**config.mk**
```make
export PLATFORM = sky130hd
export DESIGN_NAME = enc83_pend_flat
export DESIGN_NICKNAME = d
export VERILOG_FILES = /design/src/rtl/enc83_pend_pkg.sv /design/src/rtl/enc83_pend_if.sv /design/src/rtl/enc83_pend_pri.sv /design/src/rtl/enc83_pend.sv /design/src/flat_wrapper.sv
export SDC_FILE = /design/constraint.sdc
export NUM_CORES = 1
export LEC_CHECK = 0
export ABC_AREA = 0
export BUFFER_PORTS_ARGS = -buffer_cell sky130_fd_sc_hd__buf_4
export CAP_MARGIN = 20
export CORE_MARGIN = 3
export CORE_UTILIZATION = 40
export DETAILED_ROUTE_END_ITERATION = 8
export GPL_ROUTABILITY_DRIVEN = 0
export PLACE_DENSITY_LB_ADDON = 0.2
export SLEW_MARGIN = 20
export SYNTH_ARGS = -nofsm -noshare
export SYNTH_HDL_FRONTEND = slang
export SYNTH_SLANG_ARGS = --single-unit
```
**constraint.sdc**
```tcl
create_clock -name clk -period 3.43 [get_ports clk]
set_input_delay 0.5145 -clock clk [delete_from_list [all_inputs] [get_ports clk]]
set_output_delay 0.5145 -clock clk [all_outputs]
set_load 0.1 [all_outputs]
```
**src/rtl/enc83_pend_pkg.sv**
```systemverilog
// Shared sizes and helpers for the 8-to-3 pending-request encoder.
// onehot8 builds the pending-clear mask; rot8 aligns the rotating search start to bit 7.
package enc_pkg;

  localparam int N_IN   = 8;
  localparam int CODE_W = 3;

  function automatic logic [N_IN-1:0] onehot8(input logic [CODE_W-1:0] code);
    return 8'(1) << code;
  endfunction

  // Rotate right: result bit j takes v[(j + sh) mod 8].
  function automatic logic [N_IN-1:0] rot8(input logic [N_IN-1:0] v,
                                           input logic [CODE_W-1:0] sh);
    logic [N_IN-1:0]   r;
    logic [CODE_W-1:0] k;
    r = '0;
    for (int j = 0; j < N_IN; j++) begin
      k    = 3'(j) + sh;
      r[j] = v[k];
    end
    return r;
  endfunction

endpackage

```
**src/rtl/enc83_pend_if.sv**
```systemverilog
// Code offer channel: producer drives o_code/o_valid, consumer drives o_ready.
// A code moves when o_valid and o_ready are both high on a rising edge.
interface enc83_pend_if;
  import enc_pkg::*;

  logic [CODE_W-1:0] o_code;
  logic              o_valid;
  logic              o_ready;

  modport master (output o_code, output o_valid, input o_ready);
  modport slave  (input o_code, input o_valid, output o_ready);

endinterface

```
**src/rtl/enc83_pend_pri.sv**
```systemverilog
// Combinational 8-to-3 priority encoder, highest set index wins; zero latency.
// Two 4-to-2 halves, the upper half taking precedence whenever it has any bit set.
module enc84_pri
  import enc_pkg::*;
(
  input  logic [N_IN-1:0]   req_vec,
  output logic [CODE_W-1:0] code,
  output logic              any
);

  function automatic logic [2:0] pri4(input logic [3:0] v);
    logic [1:0] c;
    c = 2'd0;
    if (v[3])      c = 2'd3;
    else if (v[2]) c = 2'd2;
    else if (v[1]) c = 2'd1;
    return {|v, c};
  endfunction

  logic [2:0] hi;
  logic [2:0] lo;

  assign hi   = pri4(req_vec[7:4]);
  assign lo   = pri4(req_vec[3:0]);
  assign any  = hi[2] | lo[2];
  assign code = hi[2] ? {1'b1, hi[1:0]} : {1'b0, lo[1:0]};

endmodule

```
**src/rtl/enc83_pend.sv**
```systemverilog
// Pending request register feeding a one-entry code output; req to o_valid is 2 cycles, 1 code/cycle.
// Output holds while stalled and pending keeps accumulating; ENC83_RR_EN selects rotating priority.
module enc83_pend
  import enc_pkg::*;
(
  input  logic                clk,
  input  logic                rst,
  input  logic [N_IN-1:0]     req_i,
  enc83_pend_if.master        out_if,
  output logic [N_IN-1:0]     pend_o,
  output logic                ovf_o
);

  logic [N_IN-1:0]   pending;
  logic [CODE_W-1:0] code_q;
  logic              valid_q;
  logic              ovf_q;
  logic [CODE_W-1:0] sel;
  logic              pri_any;
  logic              load;
  logic [N_IN-1:0]   load_oh;

`ifdef ENC83_RR_EN
  logic [CODE_W-1:0] last;
  logic [N_IN-1:0]   pend_rot;
  logic [CODE_W-1:0] rot_code;

  // Search starts just below the last granted index and wraps downward.
  assign pend_rot = rot8(pending, last);

  enc84_pri u_pri (
    .req_vec (pend_rot),
    .code    (rot_code),
    .any     (pri_any)
  );

  assign sel = rot_code + last;

  always_ff @(posedge clk) begin
    if (rst)       last <= '0;
    else if (load) last <= sel;
  end
`else
  enc84_pri u_pri (
    .req_vec (pending),
    .code    (sel),
    .any     (pri_any)
  );
`endif

  assign load    = (~valid_q | out_if.o_ready) & pri_any;
  assign load_oh = load ? onehot8(sel) : '0;

  always_ff @(posedge clk) begin
    if (rst) begin
      pending <= '0;
      code_q  <= '0;
      valid_q <= 1'b0;
      ovf_q   <= 1'b0;
    end else begin
      // OR-ing req_i last lets a fresh request survive the clear of the bit being loaded.
      pending <= (pending & ~load_oh) | req_i;
      ovf_q   <= |(req_i & pending & ~load_oh);
      if (load) begin
        code_q  <= sel;
        valid_q <= 1'b1;
      end else if (out_if.o_ready & valid_q) begin
        valid_q <= 1'b0;
      end
    end
  end

  assign out_if.o_code  = code_q;
  assign out_if.o_valid = valid_q;
  assign pend_o         = pending;
  assign ovf_o          = ovf_q;

endmodule

```
**src/flat_wrapper.sv**
```systemverilog
// flat-port wrapper written by rule: the top's interface ports become plain ports
module enc83_pend_flat import enc_pkg::*;
  (clk, rst, req_i, pend_o, ovf_o, out_if_o_code, out_if_o_valid, out_if_o_ready);
  enc83_pend_if out_if_i ();
  input  logic clk;
  input  logic rst;
  input  logic [N_IN-1:0] req_i;
  output logic [N_IN-1:0] pend_o;
  output logic ovf_o;
  output wire logic [$bits(out_if_i.o_code)-1:0] out_if_o_code;
  output wire logic [$bits(out_if_i.o_valid)-1:0] out_if_o_valid;
  input wire logic [$bits(out_if_i.o_ready)-1:0] out_if_o_ready;
  assign out_if_o_code = out_if_i.o_code;
  assign out_if_o_valid = out_if_i.o_valid;
  assign out_if_i.o_ready = out_if_o_ready;
  enc83_pend u_core (.clk(clk), .rst(rst), .req_i(req_i), .out_if(out_if_i), .pend_o(pend_o), .ovf_o(ovf_o));
endmodule
```
==> Word level (Yosys, flattened, before mapping) <==
Index checks and enable logic that the tools add are counted.
{ "word_totals": {"reg_bits": 13, "elab_cells": 29} }
{ "classes": {"bitwise_logic": 10, "reduce_logical": 4, "n_mux": 10, "shifts": 1} }
{ "ops": {"columns": ["operator", "n"], "rows": [
  ["8-bit bitwise AND", 3],
  ["2-bit two-way mux", 4],
  ["8-bit two-way mux", 1],
  ["8-bit inverter", 1],
  ["8-bit bitwise OR", 1],
  ["4-bit OR reduction", 2],
  ["8-bit OR reduction", 1],
  ["1-bit by 3-bit left shift with 8-bit output (first input constant)", 1],
  ["1-bit two-way mux", 4],
  ["3-bit two-way mux", 1],
  ["1-bit bitwise AND", 2],
  ["1-bit bitwise OR", 2],
  ["2-bit nonzero test", 1],
  ["1-bit inverter", 1]
]} }

==> Longest topological paths before layout <==
{ "logic_depth": {"word_depth": 9, "ltp_mapped": 5, "depth_no_buf": 5} }

==> Cells and area by module <==
From an unflattened synthesis, not the netlist that was laid out.
{ "unflattened": {"hier_cells": 86, "hier_area_um2": 636.9} }
{ "modules_own_cells": {"columns": ["module", "n_inst", "cells_each", "area_per_inst_um2"], "rows": [
  ["enc83_pend", 1, 74, 579.3],
  ["enc84_pri", 1, 12, 57.6]
]} }

==> Worst setup path before layout <==
Ideal clock, no wire load.
{ "synth_timing": {"path_type": "flip-flop to flip-flop", "from": "register u_core.pending[1], in the netlist u_core.pend_o[1]", "to": "register u_core.ovf_q, in the netlist u_core.ovf_o", "path_slack_ns": 1.398, "required_ns": 3.295, "stages_incl_launch_ff": 6, "setup_ns": 0.135, "n_path_buf": 0, "arrival_time_ns": 1.897, "synth_period_minus_slack_ns": 2.032, "cell_sequence": "dfxtp_1 > nor4_1 > a21oi_2 > o31ai_1 > a32oi_1 > a41oi_2"} }
{ "synth_between": {"elab_chain_cells": 9} }
{ "synth_rtl": {"columns": ["item", "line", "rtl"], "rows": [
  ["from (decl)", "enc83_pend.sv:14", "logic [N_IN-1:0] pending;"],
  ["from (signal assigned)", "enc83_pend.sv:62", "pending <= (pending & ~load_oh) | req_i;"],
  ["1-bit two-way mux", "enc83_pend_pri.sv:16", "else if (v[1]) c = 2'd1;"],
  ["2-bit two-way mux", "enc83_pend_pri.sv:15", "else if (v[2]) c = 2'd2;"],
  ["2-bit two-way mux", "enc83_pend_pri.sv:14", "if (v[3]) c = 2'd3;"],
  ["3-bit two-way mux", "enc83_pend_pri.sv:26", "assign code = hi[2] ? {1'b1, hi[1:0]} : {1'b0, lo[1:0]};"],
  ["1-bit by 3-bit left shift with 8-bit output", "enc83_pend_pkg.sv:9", "return 8'(1) << code;"],
  ["8-bit two-way mux", "enc83_pend.sv:52", "assign load_oh = load ? onehot8(sel) : '0;"],
  ["8-bit inverter", "enc83_pend.sv:63", "ovf_q <= |(req_i & pending & ~load_oh);"],
  ["8-bit bitwise AND *", "enc83_pend.sv:63", null],
  ["8-bit OR reduction *", "enc83_pend.sv:63", null],
  ["to (signal assigned)", "enc83_pend.sv:63", null],
  ["to (decl)", "enc83_pend.sv:17", "logic ovf_q;"]
]} }
Every way passes the cells marked *; elsewhere a longest branch is shown, timed or not.
A chain may end at the register's enable or synchronous reset.

==> Worst setup path after layout <==
{ "layout_timing": {"from": "register u_core.pending[7], in the netlist u_core.pend_o[7]", "to": "output port pend_o[7]"} }
{ "layout_lines": {"columns": ["item", "line", "rtl"], "rows": [
  ["to (decl)", "flat_wrapper.sv:8", "output logic [N_IN-1:0] pend_o;"]
]} }
No word-level cell between the ends.

==> run metrics <==
Syn Area/Cell 8.78 µm²; Layout fillers 135; Die X 44.6 µm; Synth Area in Simple Gates 23.9%; CTS Buffer Depth 2; type of origin of the critical path register; minimum clock period 1.69 ns; final net count 106; Slew headroom 69.0%; Commonest cells post-synth dfxtp_1, a21oi_1, nor2_1; fin util 60.1%; Die Ht 44.6 µm; Crit. End Element output pin; Arr. time, crit path 1.18 ns; Antenna Violating Nets Remaining 0; crit-path max cell delay 0.53 ns; Clock Power Share 21.3%; asr flop ratio synth 0%; Synth Area in Compound Gates 29.4%; net switching power 190 µW; Pwr Total 443 µW; Max Fanout on Critical Path 9; crit path cell chain buf_4; vias per cell 5.49; outcome finished clean; I/O pin cnt 24; 1st-iter DRT viols 10; start of the worst register-to-register path u_core.pend_o[4]; Max-Cap Viols 0; Yosys Warn Count 0; Seq/Total Area, Yosys 43.6%; antenna cells 0; min-delay src req_i[7]; Pins Over Slew Limit 0; TritonCTS clock tree done; vias in the first global route 534; post-synthesis register bit count 13; CTS Hold Bufs 0; IO Port Bufs 23; Yosys top cell area share 43.6%; CTS sink count 13; WHS Path Cells 3; Starting Density 44.2%; maximum clock rate 592 MHz; row count 13; router iterations before antenna repair 4; Stages on worst setup path 1; CTS root buf clkbuf_4; post-synthesis mux area share 0%; Final Cycle Share 49.3%; EDFF count, synth 0; area of the mapped netlist 597 µm²; Synth Flop Type dfxtp_1; initial antenna violation count 0; residual DRC count 0; setup TNS 0 ns; Die Footprint 1990 µm²; setup bufs post-CTS 0; drt total wl 1380 µm; Worst Hold End u_core.pend_o[7]; Reg clk slew, reported paths 0.08 ns; post-synthesis adder-cell area fraction 0%; Crit path buffers/inverters 1; Synth area leaders dfxtp_1, a21oi_1, nor2_1; part of the power in registers 40.5%; Comb pwr share 38.2%; endpoints failing hold 0; leakage power 0.348 nW; syn nets 79; worst hold path type in2reg; Syn Inst Count 68; total core area 1350 µm²; largest net degree at the start of global routing 14; Tot GR Track Use 16.4%; reg2reg setup slack 1.88 ns; RSZ-0062 raised after global routing false; Synth Area in XOR/XNOR 0%; HPWL Detailed 1040 µm; critical path type reg2out; power per cell area 546 nW/µm²; reg2reg end u_core.ovf_o; Peak VDD IR 0.248 mV; worst slew pin tran 0.461 ns; crit path max-delay cell type dfxtp_1; WP data required 2.92 ns; post-synth top area cell dfxtp_1; share of cells above drive strength 1 33.0%; Switching Share 43.0%; post-cts gate resize count 0; area delta synth->final 35.8%; TritonCTS buffer count 3; GR Overflow Total 0; worst skew pair latency 0.28 ns; top-count cell post-synth dfxtp_1; Synth cell types 28; final setup vio count 0; Power Internal 252 µW; main combinational cell family by area after synthesis compound AO/OA/AOI/OAI gates; first-pass GRT wire length 2350 µm; Max Clock Skew 0.00425 ns; r2r worst-path depth 5; H-tree depth 1; vias after detailed routing 598; kind of cell adding the most delay to the critical path flip-flops; wire per inst 12.7 µm
per-stage QoR:
step	area (µm²)	setup slack, ns	hold slack [ns]	std cells
4_1_cts	811	1.75	0.453	109
5_1_grt	811	1.70	0.467	109
3_5_place_dp	785	1.82	0.475	105
3_3_place_gp	785	1.87	0.460	105
2_1_floorplan	597	1.40	0.578	68
6_report	811	1.74	0.456	109
registers in the layout, summed over array words and instances (netlist names):
signal                 cells
u_core.out_if.o_code       3
u_core.out_if.o_valid      1
u_core.ovf_o               1
u_core.pend_o              8
layout by cell type, fill, tap and decap left out:
cell       n
nor4_4     1
a21oi_1    9
a22oi_1    1
a211oi_1   2
nand3_2    1
o21ai_1    2
nand2b_1   2
clkbuf_1   1
clkbuf_4   3
a21oi_2    1
nand2_1    1
or4_1      1
nor2b_1    3
nor2_1     9
or2_1      2
buf_4     23
inv_1      4
nor3_1     1
o21a_1     1
a22o_1     1
o221ai_1   1
o31ai_1    1
nand3_1    1
a41oi_2    1
or2_2      1
dfxtp_1   13
nor4_1     1
a32oi_1    2
o21ai_0    2
a31oi_1    2
layout make-up:
| class | instances | area, µm² | share of cell area, % |
|---|---|---|---|
| multi-input combinational | 50 | 318 | 39.2 |
| timing repair buffer | 23 | 173 | 21.3 |
| tap | 15 | 18.8 | 2.31 |
| clock buffer | 4 | 26.3 | 3.24 |
| inverter | 4 | 15.0 | 1.85 |
| sequential | 13 | 260 | 32.1 |
power groups by stage:
stage	registers, mW	clock network (mW)	logic (mW)
floorplan	0.274	0	0.0380
global placement	0.182	0	0.170
detailed placement	0.183	0	0.170
CTS	0.179	0.0975	0.170
global route	0.182	0.106	0.179
finish	0.180	0.0941	0.169
layer usage:
metal  routed length (µm)  GRT usage [%]  part of all wire, %  vias to the layer above
met5                    0              0                    0                        -
met4                   35           9.04                  2.5                        0
met3                  114           4.88                  8.2                        5
met2                  594           24.6                   43                       22
met1                  638           20.6                   46                      263
li1                     -              -                    -                      308
cells by family (layout without fill, tap and decap cells):
kind of cell | count (synthesis) | count (layout)
flops | 13 | 13
simple gates | 24 | 24
compound gates | 26 | 26
buf+inv | 5 | 31
worst max-delay path by stage:
stage / startpoint / endpoint / slack [ns]
after detailed placement: out_if_o_ready / u_core.ovf_o / 1.82
after global placement: out_if_o_ready / u_core.ovf_o / 1.87
after global routing: u_core.pend_o[7] / pend_o[7] / 1.70
final: u_core.pend_o[7] / pend_o[7] / 1.74
after CTS: u_core.pend_o[7] / pend_o[7] / 1.75
after floorplan: u_core.pend_o[1] / u_core.ovf_o / 1.40
Power figures use the tool's default switching activity.
